--- config.mk ---
export PLATFORM = sky130hd
export DESIGN_NAME = cpu_sequencer
export DESIGN_NICKNAME = d
export VERILOG_FILES = /design/src/rtl/cpu_sequencer.sv
export SDC_FILE = /design/constraint.sdc
export NUM_CORES = 1
export LEC_CHECK = 0
export ABC_AREA = 1
export CORE_MARGIN = 2
export CORE_UTILIZATION = 42
export DETAILED_ROUTE_END_ITERATION = 10
export HOLD_SLACK_MARGIN = 0.15
export PLACE_DENSITY = 0.75
export SLEW_MARGIN = 20
export SYNTH_ARGS = -nofsm -noshare
export SYNTH_HDL_FRONTEND = slang
export SYNTH_SLANG_ARGS = --single-unit
--- constraint.sdc ---
create_clock -name clk -period 1.3 [get_ports clk]
set_input_delay 0.13 -clock clk [delete_from_list [all_inputs] [get_ports clk]]
set_output_delay 0.13 -clock clk [all_outputs]
set_load 0.02 [all_outputs]
--- src/rtl/cpu_sequencer.sv ---
// Control sequencer and instruction register for the single-port Harvard CPU.
// Steps FETCH -> EXEC1 -> (EXEC2), latches the instruction word during FETCH,
// and drives the decoder's one-hot state and opcode inputs. Also tracks
// run/single-step/halt control, sticky illegal-opcode flag and retire count.
module cpu_sequencer #(
  parameter int unsigned DATA_W = 16,
  parameter int unsigned CNT_W  = 16
) (
  input  logic              clk,
  input  logic              reset,
  input  logic              run,
  input  logic              step_mode,
  input  logic [DATA_W-1:0] mem_data,
  output logic [2:0]        state,
  output logic [3:0]        inst,
  output logic [DATA_W-5:0] operand,
  output logic              busy,
  output logic              halted,
  output logic              illegal,
  output logic [CNT_W-1:0]  instr_count
);

  localparam int unsigned OprW = DATA_W - 4;

  localparam logic [3:0] OpLda = 4'b0000;
  localparam logic [3:0] OpAdd = 4'b0010;
  localparam logic [3:0] OpSub = 4'b0011;
  localparam logic [3:0] OpStp = 4'b0111;
  localparam logic [3:0] OpMax = 4'b1010; // highest defined opcode (LSR)

  typedef enum logic [2:0] {
    StIdle,
    StFetch,
    StExec1,
    StExec2,
    StHalt
  } st_e;

  st_e              st_q, st_d;
  logic             run_q;
  logic             start;
  logic             retire;
  st_e              after_retire;
  logic [2:0]       state_d;
  logic [3:0]       inst_q;
  logic [OprW-1:0]  operand_q;
  logic [2:0]       state_q;
  logic             busy_q;
  logic             halted_q;
  logic             illegal_q;
  logic [CNT_W-1:0] count_q;
  logic             inst_illegal;
  logic             inst_two_exec;

  assign start         = run & ~run_q;
  assign inst_illegal  = (inst_q > OpMax);
  assign inst_two_exec = (inst_q == OpLda) || (inst_q == OpAdd) || (inst_q == OpSub);

  // Run request history for single-step rising-edge detection
  always_ff @(posedge clk or posedge reset) begin
    if (reset) begin
      run_q <= 1'b0;
    end else begin
      run_q <= run;
    end
  end

  // Next-state logic; retire marks the edge on which an instruction completes
  always_comb begin
    st_d         = st_q;
    retire       = 1'b0;
    // Single-step always parks in IDLE; free-run chains straight into FETCH
    after_retire = (!step_mode && run) ? StFetch : StIdle;
    unique case (st_q)
      StIdle: begin
        if (step_mode ? start : run) begin
          st_d = StFetch;
        end
      end
      StFetch: begin
        st_d = StExec1;
      end
      StExec1: begin
        if (inst_two_exec) begin
          st_d = StExec2;
        end else if (inst_q == OpStp) begin
          st_d   = StHalt;
          retire = 1'b1;
        end else begin
          // Illegal opcodes also land here and retire as a one-cycle NOP
          st_d   = after_retire;
          retire = 1'b1;
        end
      end
      StExec2: begin
        st_d   = after_retire;
        retire = 1'b1;
      end
      StHalt: begin
        if (!run) begin
          st_d = StIdle;
        end
      end
      default: begin
        st_d = StIdle;
      end
    endcase
  end

  // One-hot decoder strobe for the upcoming state; zero when idle or halted
  always_comb begin
    state_d = 3'b000;
    unique case (st_d)
      StFetch: state_d = 3'b001;
      StExec1: state_d = 3'b010;
      StExec2: state_d = 3'b100;
      default: state_d = 3'b000;
    endcase
  end

  // Sequencer state, instruction register and registered status outputs
  always_ff @(posedge clk or posedge reset) begin
    if (reset) begin
      st_q      <= StIdle;
      state_q   <= 3'b000;
      inst_q    <= OpStp; // STP keeps the decoder from asserting writes or loads
      operand_q <= '0;
      busy_q    <= 1'b0;
      halted_q  <= 1'b0;
      illegal_q <= 1'b0;
      count_q   <= '0;
    end else begin
      st_q     <= st_d;
      state_q  <= state_d;
      busy_q   <= (state_d != 3'b000);
      halted_q <= (st_d == StHalt);
      if (st_q == StFetch) begin
        inst_q    <= mem_data[DATA_W-1 -: 4];
        operand_q <= mem_data[OprW-1:0];
      end
      if ((st_q == StExec1) && inst_illegal) begin
        illegal_q <= 1'b1;
      end
      if (retire) begin
        count_q <= count_q + CNT_W'(1);
      end
    end
  end

  assign state       = state_q;
  assign inst        = inst_q;
  assign operand     = operand_q;
  assign busy        = busy_q;
  assign halted      = halted_q;
  assign illegal     = illegal_q;
  assign instr_count = count_q;

endmodule

Word level (Yosys, flattened, before mapping)

Cells that the tools add are included.

Bitwise logic cells: 2
Reduce and logical (&&, ||, !) cells: 8
Mux-type cells: 10
Equal/unequal tests: 11
Order comparisons: 1
Add/subtract/negate cells: 1

Operator list:

| cell                                                 | count |
|---|---|
| adder 16 x 1 -> 16 bit (second input constant)       | 1 |
| case mux 3 bit (5 select lines)                      | 1 |
| equality test 3 x 2 -> 1 bit (second input constant) | 4 |
| two-way mux 3 bit                                    | 4 |
| case mux 3 bit (3 select lines)                      | 1 |
| equality test 4 x 2 -> 1 bit (second input constant) | 2 |
| equality test 3 x 1 -> 1 bit (second input constant) | 2 |
| equality test 3 bit (second input constant)          | 2 |
| equality test 4 x 3 -> 1 bit (second input constant) | 1 |
| > comparator 4 bit (second input constant)           | 1 |
| zero test 4 bit                                      | 1 |
| zero test 3 bit                                      | 1 |
| two-way mux 1 bit                                    | 3 |
| nonzero test 3 bit                                   | 1 |
| logical AND 1 bit                                    | 2 |
| logical OR 1 bit                                     | 2 |
| case mux 1 bit (2 select lines)                      | 1 |
| bitwise AND 1 bit                                    | 1 |
| zero test 1 bit                                      | 1 |
| NOT 1 bit                                            | 1 |

Word-level logic and storage cells: 42
Output and inout bits: 38
Bits in registers: 42
Input port bits: 20

Logic depth before layout (Yosys ltp)

Depth after elaboration: 9
Gate-level depth with buffers: 9

Worst setup path before layout

OpenSTA, ideal clock, no wires.

Path kind: register to register
From: register count_q[0] (netlist: instr_count[0])
To: register count_q[10] (netlist: instr_count[10])
Required time: 1183 ps
Clock period less this slack: 1440 ps
Cell stages (with the launch flop): 9
Buffers on the path: 0
Arrival: 1323 ps
Path slack: -140 ps
Cells stage by stage: dfrtp_1 ha_1 inv_1 nor2_2 nand2_1 nor3_1 nand2_1 nand2_1 nand2_1

Cells in the longest elaborated chain, start to end: 1

RTL lines:

| item                   | line | source |
|---|---|---|
| start, declared        | 51   | `logic [CNT_W-1:0] count_q;` |
| start signal, assigned | 145  | `count_q <= count_q + CNT_W'(1);` |
| adder 16 x 1 -> 16 bit | 145  |  |

Every way passes these cells.
A chain may end at the register's enable or synchronous reset.

Final worst setup path

From: register inst_q[2] (netlist: inst[2])
To: register count_q[3] (netlist: instr_count[3])

Cells in the longest elaborated chain, start to end: 5
Elaborated cells on any way between the ends: 7

RTL lines:

| item                                                            | line | source |
|---|---|---|
| start, declared                                                 | 45   | `logic [3:0] inst_q;` |
| start signal, assigned                                          | 126  | `inst_q <= OpStp;` |
| start signal, assigned                                          | 138  | `inst_q <= mem_data[DATA_W-1 -: 4];` |
| equality test 4 x 2 -> 1 bit or zero test 4 bit (tied branches) | 57   | `assign inst_two_exec = (inst_q == OpLda) \|\| (inst_q == OpAdd) \|\| (inst_q == OpSub);` |
| logical OR 1 bit                                                | 57   |  |
| logical OR 1 bit (*)                                            | 57   |  |
| two-way mux 1 bit (*)                                           | 84   | `if (inst_two_exec) begin` |
| case mux 1 bit (2 select lines) (*)                             | 74   | `unique case (st_q)` |

Mark *: on every way between the ends. The rest lies on a longest branch, timed or not.

==> flow_metrics.py <==
metrics = {
    "status": {
        "outcome": "finished, violations left",
        "violated_checks": "negative setup slack",
    },
    "clock_network": {
        "numCtsBuffers": 5,
        "clk_root_buffer_cell": "clkbuf_8",
        "tritoncts_num_sinks": 42,
        "clock_pin_slew_reported_for_the_worst_setup_and_hold_paths_after_clock_tree_synthesis_ps": 80,
        "cts-hold-fix-buffers": 0,
        "clock_tree.buffer_depth": 2,
        "clock_latency_ps": 300,
        "tritoncts": "done",
        "cts_htree_levels": 2,
    },
    "finish": {
        "post_layout_nonfiller_instances": 372,
        "most_used_cells_in_the_layout_excluding_fill_and_tap_cells": "nand2_1 (104), dfrtp_1 (36), dlygate4sd2_1 (32)",
        "nNetsFinal": 340,
        "multiInputGateArea_um2": 817,
        "layout.cells.most_common": "nand2_1",
        "final_layout_size_suffix_gt1_share_pct": 16.3,
        "flow.area_growth_from_synthesis_pct": 42.0,
        "fillerInstances": 401,
        "antennaDiodeCount": 0,
        "ff_latch_area_um2": 1060,
    },
    "logic_synthesis": {
        "asyncSetResetFlopFracSynth_pct": 100,
        "muxShareOfSynthArea_pct": 0,
        "synth.yosys.seq_area_share_pct": 53.5,
        "synth_enable_flop_cells": 0,
        "synth_cells": 245,
        "synth_ff_type": "dfrtp_1",
        "synth_top_family_by_area": "simple AND/OR/NAND/NOR gates",
        "ys.warnings.count": 0,
        "postSynthRegisterBits": 42,
        "yosys.area_share.xor_xnor_pct": 3.56,
        "synth_nets": 266,
        "post_synth_and_or_nand_nor_area_fraction_pct": 31.2,
        "syn_area_um2": 1970,
        "syn_avg_cell_area_um2": 8.04,
        "synth_fa_ha_area_share_pct": 0.635,
        "yosys.cell_types.count": 25,
        "synthesized_area_fraction_occupied_by_ao_oa_aoi_and_oai_cells_pct": 4.19,
    },
    "sta": {
        "fin_skew_ps": 8.70,
        "slew-limit-headroom_pct": 80.3,
        "final.min_clock_period_ps": 1310,
        "achievable-frequency_mhz": 762,
        "hold_viol_final": 0,
        "timing.final.setup_violations": 5,
        "rsz0062_at_grt": "true",
        "fin_ws_ps": -13.1,
        "tightest_slew_ps": 296,
        "final_min_period_over_clock_period_pct": 101,
        "timing.final.max_slew_violations": 0,
        "hold-worst-slack_ps": 187,
    },
    "power": {
        "power.share.sequential_pct": 37.2,
        "p_comb_share_pct": 44.3,
        "swShare_pct": 39.5,
        "vdd_ir_drop_max_mv": 1.14,
        "power.leakage_nw": 1.40,
        "power.density_nw_per_um2": 1980,
        "power_switching_mw": 2.19,
        "internal_power_mw": 3.35,
        "clkPwrFrac_pct": 18.4,
    },
    "routing": {
        "vias_per_cell": 4.75,
        "drt_pass1_iterations": 4,
        "route.detailed.wl_per_inst_um": 11.3,
        "routed-via-count": 1766,
        "finalWirelength_mm": 4.22,
        "drc": 0,
        "first_iter_violations": 124,
        "postRouteAntennaNets": 0,
    },
    "die": {
        "core_area_um2": 4440,
        "die_height_um": 72.5,
        "core.rowCount": 24,
        "ioPinCount": 58,
        "floorplan.die.width_um": 72.5,
        "die_area_um2": 5260,
        "initial_core_util_pct": 44.3,
    },
    "critical_path": {
        "timing.setup.critical_path_class": "register to register",
        "timing.reg2reg.worst_path_depth": 7,
        "timing.critical_path.required_ps": 1490,
        "end_kind": "register",
        "reg2reg_setup_slack_ps": -10,
        "rr_startpoint": "inst[2]$_DFFE_PP1P_",
        "startpoint_type": "register",
        "arrival_time_reported_for_the_critical_path_endpoint_ps": 1500,
        "cp_slowest_stage_delay_ps": 570,
        "critical_path.startpoint": "inst[2]$_DFFE_PP1P_",
        "worst_path_max_delay_cell": "dfstp_2",
        "worst_path_most_repeated_cell": "nor2_4",
        "r2r_end": "instr_count[3]$_DFFE_PP0P_",
        "critical_path_peak_fanout": 24,
        "timing.critical_path.cells": "nor2_2 > nand2_2 > nor2_4 > nor2_4 > buf_12 > nand2_1 > xnor2_1",
    },
    "grt": {
        "globalRoute.totalOverflow": 0,
        "first_global_vias": 1743,
        "grtUsageTotal_pct": 17.9,
        "grt_antenna_before_repair": 0,
        "grt_start_max_net_pins": 25,
        "grt_pass1_wl_mm": 7.31,
    },
    "worst_hold_path": {
        "hold_path_class": "primary input to asynchronous set/reset pin",
    },
    "placed_design": {
        "numPlacedInstances": 360,
        "gpl.final_weighted_congestion": 0.818,
        "port_buffers": 57,
        "dp_hpwl_mm": 3.14,
    },
    "flow_run": {
        "max-cap-violations": 0,
    },
}
==> final cells by class <==
type	instances	area share, %
inverters	24	3.22
multi-input cells	174	29.2
flip-flops and latches	42	37.8
clock buffers	6	2.59
well taps	52	2.33
repair buffers	72	23.5
clock inverters	2	1.34
==> flip-flops by register name, summed over array words and instances, names as in the netlist <==
name and cells:
operand 12, instr_count 16, run_q 1, st_q 3, inst 4, illegal 1
busy 1, halted 1, state 3
==> metal layers <==
layer  global-route usage (%)  part of all wire (%)  up-vias
li1                         -                     -      893
met1                     22.1                    44      809
met2                     28.8                    47       57
met3                     5.69                   6.5        7
met4                     7.82                   2.2        0
met5                        0                     0        -
==> power by group through the flow <==
stage                     sequential, mW  combinational [mW]  clock [mW]
after global routing                2.13                2.71        1.09
after CTS                           2.06                2.39        1.06
after global placement              2.09                2.57           0
after floorplan                     2.54               0.963           0
after detailed placement            2.08                2.61           0
final                               2.06                2.46        1.02
==> worst max-delay path, delay by kind of cell (launching register included) <==
kind	cells	cell delay, ps
xor gates and xnor gates	1	130
buffers and inverters	1	160
DFF	1	570
and+or+nand+nor	5	350
==> through the flow <==
| step | instance area [µm²] | TNS, ps | utilization [%] | setup slack (ps) | power [mW] |
|---|---|---|---|---|---|
| 2_1_floorplan | 1980 | -190 | - | -40.3 | 3.51 |
| 3_3_place_gp | 2680 | 0 | 60.2 | 12.8 | 4.66 |
| 3_5_place_dp | 2680 | -44.9 | 60.2 | -16.1 | 4.69 |
| 4_1_cts | 2760 | -209 | 62.0 | -37.7 | 5.51 |
| 5_1_grt | 2800 | -846 | 63.0 | -98.6 | 5.93 |
| 6_report | 2800 | -42.6 | 63.0 | -13.1 | 5.54 |
==> cells in the mapped netlist (2+ instances only) <==
cell	number	area share (%)
a21oi_1	2	0.51
nor2_1	19	3.6
o21ai_0	11	2.8
dfrtp_1	39	50
xnor2_1	4	1.8
nor2_2	4	1.3
nand2_1	108	21
nand4_1	4	1.3
o21ai_1	2	0.51
xor2_1	4	1.8
inv_1	22	4.2
nand3_1	8	2.0
dfstp_2	3	4.0
buf_6	3	1.7
nand3b_1	2	0.76
==> cells by family after synthesis <==
group,Yosys count
xor+xnor,8
fa+ha+maj,1
buf+inv,29
compound gates,16
simple gates,149
flops,42
==> how the worst max path moves through the flow <==
stage | to | slack, ps | cells after the start
2_1_floorplan | instr_count[9]$_DFFE_PP0P_ | -40 | 8
3_3_place_gp | inst[2] | 10 | 1
3_5_place_dp | instr_count[3]$_DFFE_PP0P_ | -20 | 7
4_1_cts | instr_count[3]$_DFFE_PP0P_ | -40 | 7
5_1_grt | instr_count[9]$_DFFE_PP0P_ | -100 | 8
6_report | instr_count[3]$_DFFE_PP0P_ | -10 | 7
==> timing repair <==
action / 4_1_cts / 5_1_grt
pin swaps: 0 / 1
setup buffers: 0 / 4
gates resized for setup: 46 / 14
endpoints found under the setup margin: 45 / 34
Power figures use the tool's default switching activity.
